==> src/rtl/i2c_txn_sequencer.sv <==
// i2c_txn_sequencer
// ------------------------------------------------------------------------
// Transaction-level controller for the I2C master. It accepts one command
// (7-bit address, direction, byte count) and drives the start-condition,
// byte-transfer and stop-condition submodules through their flag/complete
// handshakes. It also selects which submodule's open-drain enables reach
// the SCL/SDA pads.
//
// Optional feature: define I2C_SEQ_TIMEOUT_EN to enable the per-phase
// watchdog. A phase that waits TIMEOUT_CYCLES cycles without its complete
// pulses abort, sets timeout_err and finishes the transaction. Without the
// macro, phases wait indefinitely and timeout_err/abort are tied low.
//
// Ports
//   clk, reset              : clock, synchronous active-high reset
//   cmd_valid/cmd_ready     : command handshake (addr, rw=1 read, len 0..15)
//   wr_data/wr_data_req     : write byte source; wr_data must be presented
//                             before the request and is consumed on the edge
//                             where wr_data_req is high
//   rd_data/rd_valid        : received byte, one-cycle pulse
//   bus_free                : both lines confirmed released
//   start_*/byte_*/stop_*   : submodule handshakes
//   sub_scl_en/sub_sda_en   : pad enables from start[0], byte[1], stop[2]
//   scl_en/sda_en           : muxed pad enables (1 = release)
//   done/nack_err/timeout_err/abort : end-of-transaction status
// ------------------------------------------------------------------------
module i2c_txn_sequencer #(
    parameter logic [15:0] TIMEOUT_CYCLES = 16'd20000
) (
    input  logic       clk,
    input  logic       reset,
    input  logic       cmd_valid,
    output logic       cmd_ready,
    input  logic [6:0] cmd_addr,
    input  logic       cmd_rw,
    input  logic [3:0] cmd_len,
    input  logic [7:0] wr_data,
    output logic       wr_data_req,
    output logic [7:0] rd_data,
    output logic       rd_valid,
    input  logic       bus_free,
    output logic       start_flag,
    input  logic       start_complete,
    output logic       byte_flag,
    output logic [7:0] byte_tx,
    output logic       byte_rw,
    output logic       byte_mack,
    input  logic       byte_complete,
    input  logic       byte_sack,
    input  logic [7:0] byte_rx,
    output logic       stop_flag,
    input  logic       stop_complete,
    input  logic [2:0] sub_scl_en,
    input  logic [2:0] sub_sda_en,
    output logic       scl_en,
    output logic       sda_en,
    output logic       done,
    output logic       nack_err,
    output logic       timeout_err,
    output logic       abort
);

    typedef enum logic [2:0] {
        S_IDLE, S_WAIT_FREE, S_START, S_ADDR, S_DATA, S_STOP, S_DONE
    } state_t;

    state_t      state_q, state_d;
    logic [6:0]  addr_q, addr_d;
    logic        rw_q, rw_d;
    logic [3:0]  remaining_q, remaining_d;
    logic        start_flag_q, start_flag_d;
    logic        byte_flag_q, byte_flag_d;
    logic [7:0]  byte_tx_q, byte_tx_d;
    logic        byte_rw_q, byte_rw_d;
    logic        byte_mack_q, byte_mack_d;
    logic        wr_data_req_q, wr_data_req_d;
    logic [7:0]  rd_data_q, rd_data_d;
    logic        rd_valid_q, rd_valid_d;
    logic        stop_flag_q, stop_flag_d;
    logic        done_q, done_d;
    logic        nack_err_q, nack_err_d;
    logic        timeout_hit;
    logic        issue_data;
    logic [3:0]  issue_rem;

    // State register (and all other registered outputs / context)
    always_ff @(posedge clk) begin
        if (reset) begin
            state_q       <= S_IDLE;
            addr_q        <= '0;
            rw_q          <= 1'b0;
            remaining_q   <= '0;
            start_flag_q  <= 1'b0;
            byte_flag_q   <= 1'b0;
            byte_tx_q     <= '0;
            byte_rw_q     <= 1'b0;
            byte_mack_q   <= 1'b0;
            wr_data_req_q <= 1'b0;
            rd_data_q     <= '0;
            rd_valid_q    <= 1'b0;
            stop_flag_q   <= 1'b0;
            done_q        <= 1'b0;
            nack_err_q    <= 1'b0;
        end else begin
            state_q       <= state_d;
            addr_q        <= addr_d;
            rw_q          <= rw_d;
            remaining_q   <= remaining_d;
            start_flag_q  <= start_flag_d;
            byte_flag_q   <= byte_flag_d;
            byte_tx_q     <= byte_tx_d;
            byte_rw_q     <= byte_rw_d;
            byte_mack_q   <= byte_mack_d;
            wr_data_req_q <= wr_data_req_d;
            rd_data_q     <= rd_data_d;
            rd_valid_q    <= rd_valid_d;
            stop_flag_q   <= stop_flag_d;
            done_q        <= done_d;
            nack_err_q    <= nack_err_d;
        end
    end

    // Next-state logic
    always_comb begin
        state_d = state_q;
        case (state_q)
            S_IDLE:      if (cmd_valid)      state_d = S_WAIT_FREE;
            S_WAIT_FREE: if (bus_free)       state_d = S_START;
            S_START:     if (start_complete) state_d = S_ADDR;
            S_ADDR: begin
                if (byte_complete) begin
                    if (byte_sack || (remaining_q == 4'd0)) state_d = S_STOP;
                    else                                    state_d = S_DATA;
                end
            end
            S_DATA: begin
                // Slave NACK only ends a write; on reads the ACK bit is ours.
                if (byte_complete && ((!rw_q && byte_sack) || (remaining_q == 4'd1)))
                    state_d = S_STOP;
            end
            S_STOP:      if (stop_complete)  state_d = S_DONE;
            S_DONE:                          state_d = S_IDLE;
            default:                         state_d = S_IDLE;
        endcase
        if (timeout_hit) state_d = S_DONE;
    end

    // Output / datapath logic: every flag is a one-cycle pulse launched on
    // the same edge as the state change that it accompanies.
    always_comb begin
        addr_d        = addr_q;
        rw_d          = rw_q;
        remaining_d   = remaining_q;
        start_flag_d  = 1'b0;
        byte_flag_d   = 1'b0;
        byte_tx_d     = byte_tx_q;
        byte_rw_d     = byte_rw_q;
        byte_mack_d   = byte_mack_q;
        wr_data_req_d = 1'b0;
        rd_data_d     = rd_data_q;
        rd_valid_d    = 1'b0;
        stop_flag_d   = 1'b0;
        done_d        = 1'b0;
        nack_err_d    = nack_err_q;
        issue_data    = 1'b0;
        issue_rem     = remaining_q;
        case (state_q)
            S_IDLE: begin
                if (cmd_valid) begin
                    addr_d      = cmd_addr;
                    rw_d        = cmd_rw;
                    remaining_d = cmd_len;
                    nack_err_d  = 1'b0;
                end
            end
            S_WAIT_FREE: begin
                if (bus_free) start_flag_d = 1'b1;
            end
            S_START: begin
                if (start_complete) begin
                    byte_flag_d = 1'b1;
                    byte_tx_d   = {addr_q, rw_q};
                    byte_rw_d   = 1'b0;
                    byte_mack_d = 1'b0;
                end
            end
            S_ADDR: begin
                if (byte_complete) begin
                    if (byte_sack) begin
                        nack_err_d  = 1'b1;
                        stop_flag_d = 1'b1;
                    end else if (remaining_q == 4'd0) begin
                        stop_flag_d = 1'b1;
                    end else begin
                        issue_data = 1'b1;
                    end
                end
            end
            S_DATA: begin
                if (byte_complete) begin
                    if (rw_q) begin
                        rd_data_d  = byte_rx;
                        rd_valid_d = 1'b1;
                    end
                    if (!rw_q && byte_sack) begin
                        nack_err_d  = 1'b1;
                        stop_flag_d = 1'b1;
                    end else begin
                        remaining_d = remaining_q - 4'd1;
                        if (remaining_q == 4'd1) begin
                            stop_flag_d = 1'b1;
                        end else begin
                            issue_data = 1'b1;
                            issue_rem  = remaining_q - 4'd1;
                        end
                    end
                end
            end
            S_STOP: begin
                if (stop_complete) done_d = 1'b1;
            end
            default: ;
        endcase
        if (issue_data) begin
            byte_flag_d = 1'b1;
            if (rw_q) begin
                byte_rw_d   = 1'b1;
                // Master NACKs the last byte it reads.
                byte_mack_d = (issue_rem == 4'd1);
            end else begin
                // wr_data is presented ahead of the request; the request
                // tells the source this byte has been taken.
                byte_tx_d     = wr_data;
                byte_rw_d     = 1'b0;
                byte_mack_d   = 1'b0;
                wr_data_req_d = 1'b1;
            end
        end
        if (timeout_hit) done_d = 1'b1;
    end

`ifdef I2C_SEQ_TIMEOUT_EN
    logic [15:0] phase_cnt_q, phase_cnt_d;
    logic        timeout_err_q, timeout_err_d;
    logic        abort_q;
    logic        in_phase;
    logic        phase_complete;

    assign in_phase = (state_q == S_START) || (state_q == S_ADDR) ||
                      (state_q == S_DATA)  || (state_q == S_STOP);

    always_comb begin
        phase_complete = 1'b0;
        case (state_q)
            S_START:        phase_complete = start_complete;
            S_ADDR, S_DATA: phase_complete = byte_complete;
            S_STOP:         phase_complete = stop_complete;
            default:        phase_complete = 1'b0;
        endcase
    end

    // A complete arriving on the final count still wins over the timeout.
    assign timeout_hit = in_phase && !phase_complete &&
                         (phase_cnt_q == TIMEOUT_CYCLES - 16'd1);

    always_comb begin
        phase_cnt_d = phase_cnt_q;
        if (start_flag_d || byte_flag_d || stop_flag_d) phase_cnt_d = '0;
        else if (in_phase)                              phase_cnt_d = phase_cnt_q + 16'd1;
        timeout_err_d = timeout_err_q;
        if (state_q == S_IDLE && cmd_valid) timeout_err_d = 1'b0;
        else if (timeout_hit)               timeout_err_d = 1'b1;
    end

    always_ff @(posedge clk) begin
        if (reset) begin
            phase_cnt_q   <= '0;
            timeout_err_q <= 1'b0;
            abort_q       <= 1'b0;
        end else begin
            phase_cnt_q   <= phase_cnt_d;
            timeout_err_q <= timeout_err_d;
            abort_q       <= timeout_hit;
        end
    end

    assign timeout_err = timeout_err_q;
    assign abort       = abort_q;
`else
    assign timeout_hit = 1'b0;
    assign timeout_err = 1'b0;
    assign abort       = 1'b0;
`endif

    // Pad mux decoded straight from the state register.
    always_comb begin
        scl_en = 1'b1;
        sda_en = 1'b1;
        case (state_q)
            S_START: begin
                scl_en = sub_scl_en[0];
                sda_en = sub_sda_en[0];
            end
            S_ADDR, S_DATA: begin
                scl_en = sub_scl_en[1];
                sda_en = sub_sda_en[1];
            end
            S_STOP: begin
                scl_en = sub_scl_en[2];
                sda_en = sub_sda_en[2];
            end
            default: ;
        endcase
    end

    assign cmd_ready   = (state_q == S_IDLE);
    assign start_flag  = start_flag_q;
    assign byte_flag   = byte_flag_q;
    assign byte_tx     = byte_tx_q;
    assign byte_rw     = byte_rw_q;
    assign byte_mack   = byte_mack_q;
    assign wr_data_req = wr_data_req_q;
    assign rd_data     = rd_data_q;
    assign rd_valid    = rd_valid_q;
    assign stop_flag   = stop_flag_q;
    assign done        = done_q;
    assign nack_err    = nack_err_q;

endmodule

==> config.mk <==
export PLATFORM = sky130hd
export DESIGN_NAME = i2c_txn_sequencer
export DESIGN_NICKNAME = d
export VERILOG_FILES = /design/src/rtl/i2c_txn_sequencer.sv
export SDC_FILE = /design/constraint.sdc
export NUM_CORES = 1
export LEC_CHECK = 0
export CAP_MARGIN = 20
export CELL_PAD_IN_SITES_DETAIL_PLACEMENT = 2
export CELL_PAD_IN_SITES_GLOBAL_PLACEMENT = 2
export CORE_MARGIN = 2
export CORE_UTILIZATION = 27
export DETAILED_ROUTE_END_ITERATION = 10
export PLACE_DENSITY_LB_ADDON = 0.1
export SETUP_SLACK_MARGIN = 0.05
export SLEW_MARGIN = 10
export SYNTH_ARGS = -nofsm -noshare
export SYNTH_HDL_FRONTEND = slang
export SYNTH_SLANG_ARGS = --single-unit
==> constraint.sdc <==
create_clock -name clk -period 3.38 [get_ports clk]
set_input_delay 0.507 -clock clk [delete_from_list [all_inputs] [get_ports clk]]
set_output_delay 0.507 -clock clk [all_outputs]
set_load 0.02 [all_outputs]
==> impl_metrics.prom <==
# TYPE chip_impl_metric gauge
chip_impl_info{name="outcome",value="finished, final reports clean"} 1
chip_impl_info{name="cell_types_with_the_largest_area_share_after_synthesis",value="dfxtp_1 (38%), nand2_1 (7.3%), a21oi_1 (6.4%)"} 1
chip_impl_metric{name="design.core.area",unit="µm²"} 7690
chip_impl_metric{name="max_transition_viols_final",unit=""} 0
chip_impl_metric{name="place_hpwl",unit="µm"} 4950
chip_impl_metric{name="synth-edff-count",unit=""} 0
chip_impl_metric{name="num_rows",unit=""} 32
chip_impl_metric{name="timing.max_cap.violations",unit=""} 0
chip_impl_metric{name="relSlewSlack",unit="%"} 60.9
chip_impl_metric{name="htree_levels",unit=""} 2
chip_impl_metric{name="fin_worst_skew",unit="ps"} 7.83
chip_impl_info{name="cpMaxStageDelayCell",value="clkdlybuf4s50_1"} 1
chip_impl_metric{name="grt_pass1_wl",unit="µm"} 11000
chip_impl_info{name="unrepaired_setup_endpoints_after_global_routing",value="no"} 1
chip_impl_info{name="worst_path_dominant_cell_family",value="simple AND/OR/NAND/NOR gates"} 1
chip_impl_metric{name="routabilityCongestion",unit=""} 0.748
chip_impl_metric{name="cp.buffers_inverters",unit=""} 1
chip_impl_metric{name="timing.critical_path.slowest_cell_delay",unit="ps"} 600
chip_impl_metric{name="number_of_synthesized_register_bits",unit=""} 40
chip_impl_metric{name="mappedNetlistArea",unit="µm²"} 2120
chip_impl_metric{name="synth_seq_area_share",unit="%"} 37.7
chip_impl_metric{name="finalNetCount",unit=""} 367
chip_impl_metric{name="synth_async_sr_flop_share",unit="%"} 0
chip_impl_metric{name="relative_area_change_from_synthesis_to_final_layout",unit="%"} 42.2
chip_impl_info{name="criticalPathCategory",value="reg -> out"} 1
chip_impl_metric{name="syn_avg_cell_area",unit="µm²"} 8.22
chip_impl_metric{name="p_leak",unit="nW"} 1.11
chip_impl_metric{name="cts_hold_repair.buffers",unit=""} 0
chip_impl_info{name="critPathCaptureType",value="primary output"} 1
chip_impl_metric{name="clk_pin_slew_worst_paths",unit="ps"} 80
chip_impl_metric{name="number_of_global_route_vias_before_repair",unit=""} 2195
chip_impl_metric{name="viasPerCell",unit=""} 4.86
chip_impl_metric{name="yosys_warnings",unit=""} 0
chip_impl_metric{name="resized_gates_after_cts",unit=""} 0
chip_impl_metric{name="synth.distinct_cells",unit=""} 49
chip_impl_metric{name="diodes",unit=""} 0
chip_impl_info{name="yosysTopAreaCell",value="dfxtp_1"} 1
chip_impl_metric{name="worst_slack_on_hold_paths",unit="ps"} 462
chip_impl_info{name="mostFrequentLayoutCell",value="clkdlybuf4s50_1"} 1
chip_impl_metric{name="setup_viol",unit=""} 0
chip_impl_metric{name="synthDominantCellAreaShare",unit="%"} 37.7
chip_impl_metric{name="worstPathArrival",unit="ps"} 2200
chip_impl_info{name="worstPathCellList",value="or3b_2 -> nand2_1 -> nand2_1 -> nand3_1 -> clkdlybuf4s50_1"} 1
chip_impl_metric{name="route.antenna.remaining_nets",unit=""} 0
chip_impl_metric{name="min_period_over_period",unit="%"} 80.0
chip_impl_metric{name="clk-insertion-delay-late",unit="ps"} 290
chip_impl_metric{name="start_util",unit="%"} 27.6
chip_impl_metric{name="cts_max_path_bufs",unit=""} 2
chip_impl_metric{name="num_vias",unit=""} 2056
chip_impl_metric{name="drtIter0Drc",unit=""} 50
chip_impl_info{name="cts_tree",value="built"} 1
chip_impl_metric{name="fin_crit",unit="ps"} 2700
chip_impl_metric{name="totalPowerFinal",unit="mW"} 1.64
chip_impl_info{name="hp-class",value="reg -> reg"} 1
chip_impl_metric{name="worstPathMaxFanout",unit=""} 12
chip_impl_metric{name="overflow",unit=""} 0
chip_impl_metric{name="die_height",unit="µm"} 92.7
chip_impl_info{name="critical_path.most_common_cell",value="nand2_1"} 1
chip_impl_metric{name="grt_antenna_before_repair",unit=""} 0
chip_impl_metric{name="die-width",unit="µm"} 92.7
chip_impl_info{name="library_cell_used_as_clock_root_buffer",value="clkbuf_8"} 1
chip_impl_metric{name="post_cts_setup_buffers",unit=""} 0
chip_impl_metric{name="layout-drive-gt1-share",unit="%"} 9.66
chip_impl_metric{name="power.density_cell_area",unit="nW/µm²"} 542
chip_impl_metric{name="wl",unit="µm"} 6550
chip_impl_metric{name="max-vdd-ir-drop",unit="V"} 0.000265
chip_impl_metric{name="max_freq",unit="GHz"} 0.370
chip_impl_info{name="most-common-layout-cells",value="clkdlybuf4s50_1 (68), nand2_1 (41), dfxtp_1 (40)"} 1
chip_impl_metric{name="maximum_number_of_pins_on_one_net_before_global_route_repair",unit=""} 34
chip_impl_metric{name="design.die.area",unit="µm²"} 8580
chip_impl_metric{name="grt_use_met2",unit="%"} 28.6
chip_impl_metric{name="cts_inserted_buffers",unit=""} 5
chip_impl_metric{name="numPortBuffers",unit=""} 69
chip_impl_metric{name="global_route.usage.met1",unit="%"} 19.9
chip_impl_metric{name="global_route_usage_over_all_layers",unit="%"} 16.0
chip_impl_metric{name="tritoncts_num_sinks",unit=""} 40
chip_impl_metric{name="netlist_instances",unit=""} 258
chip_impl_info{name="cp-start-kind",value="flop"} 1
chip_impl_metric{name="use_met3",unit="%"} 3.09
chip_impl_metric{name="final-hold-violation-count",unit=""} 0
chip_impl_metric{name="drc",unit=""} 0
chip_impl_metric{name="timing.critical_path.required",unit="ps"} 2870
chip_impl_metric{name="worst_pin_slew",unit="ps"} 585
chip_impl_metric{name="totalNegativeSetupSlack",unit="ps"} 0
chip_impl_metric{name="boundaryPins",unit=""} 72
chip_impl_metric{name="post_drt_wl_per_cell",unit="µm"} 15.5
chip_impl_info{name="synth_top_flop_cell",value="dfxtp_1"} 1
chip_impl_metric{name="dr.pass1.iters",unit=""} 4
chip_impl_info{name="grt_busiest_layer",value="met2"} 1
area by class of cell:
| class | count | area (µm²) |
|---|---|---|
| repair buffers | 73 | 716 |
| fillers | 892 | 4670 |
| multi-input cells | 191 | 1210 |
| well taps | 102 | 128 |
| flip-flops and latches | 40 | 801 |
| clock buffers | 5 | 68.8 |
| clock inverters | 2 | 60.1 |
| inverters | 10 | 37.5 |
power by group:
group | switching, mW | internal, mW
registers | 0.0736 | 0.524
logic | 0.313 | 0.260
clock network | 0.174 | 0.291
total | 0.561 | 1.08
stage by stage:
step	instances	utilization [%]	setup WS [ps]	cell area, µm²
2_1_floorplan	259	-	1480	2130
3_3_place_gp	416	37.6	1020	2890
3_5_place_dp	416	37.6	993	2890
4_1_cts	423	39.2	652	3020
5_1_grt	423	39.2	510	3020
6_report	423	39.2	676	3020
cell families (layout without fill, tap and decap cells):
group / Yosys count / in the layout / synth area share [%]
adders and majority gates: 4 / 4 / 2.36
and+or+nand+nor: 111 / 111 / 27.5
buffers and inverters: 28 / 90 / 5.90
AOI/OAI and AO/OA: 57 / 57 / 17.7
muxes: 17 / 17 / 8.55
other: 1 / 2 / 0.177
DFF: 40 / 40 / 37.7
synth_stat cells (3+ instances only):
cell type,instances
nand2_1,41
dfxtp_1,40
a21oi_1,27
nor2_1,16
nor2b_1,13
clkbuf_1,10
inv_1,10
mux2_2,9
nand3_1,9
mux2i_1,8
o21ai_0,5
buf_2,4
buf_4,4
ha_1,4
nand4_1,4
nor3_1,4
a211oi_1,3
a31oi_1,3
nand2b_1,3
nor3b_1,3
worst register-to-register path, stage by stage (launching register included):
cell     delay [ps]
dfxtp_1         450
inv_1           130
ha_1            270
nor3b_1         210
or3_4           370
a21oi_4         270
mux2_2          380
flip-flops by register name, summed over array words and instances, names as in the netlist, 3 cells and up:
register / flops
byte_tx: 8
rd_data: 8
addr_q: 7
remaining_q: 4
state_q: 3
layer usage:
metal | part of all wire, % | vias up
li1 | - | 1026
met1 | 45 | 980
met2 | 50 | 45
met3 | 4.0 | 5
met4 | 0.78 | 0
met5 | 0 | -
path summary, 6_finish.rpt:
| kind | startpoint | end | slack, ps | cells after the start |
|---|---|---|---|---|
| min reg2reg | rd_data[3] | rd_data[3] | 460 | 2 |
| max reg2reg | remaining_q[0] | byte_tx[5] | 1190 | 6 |
| max | state_q[0] | sda_en | 680 | 5 |
| min | rd_data[3] | rd_data[3] | 460 | 2 |
Power figures use the tool's default switching activity.
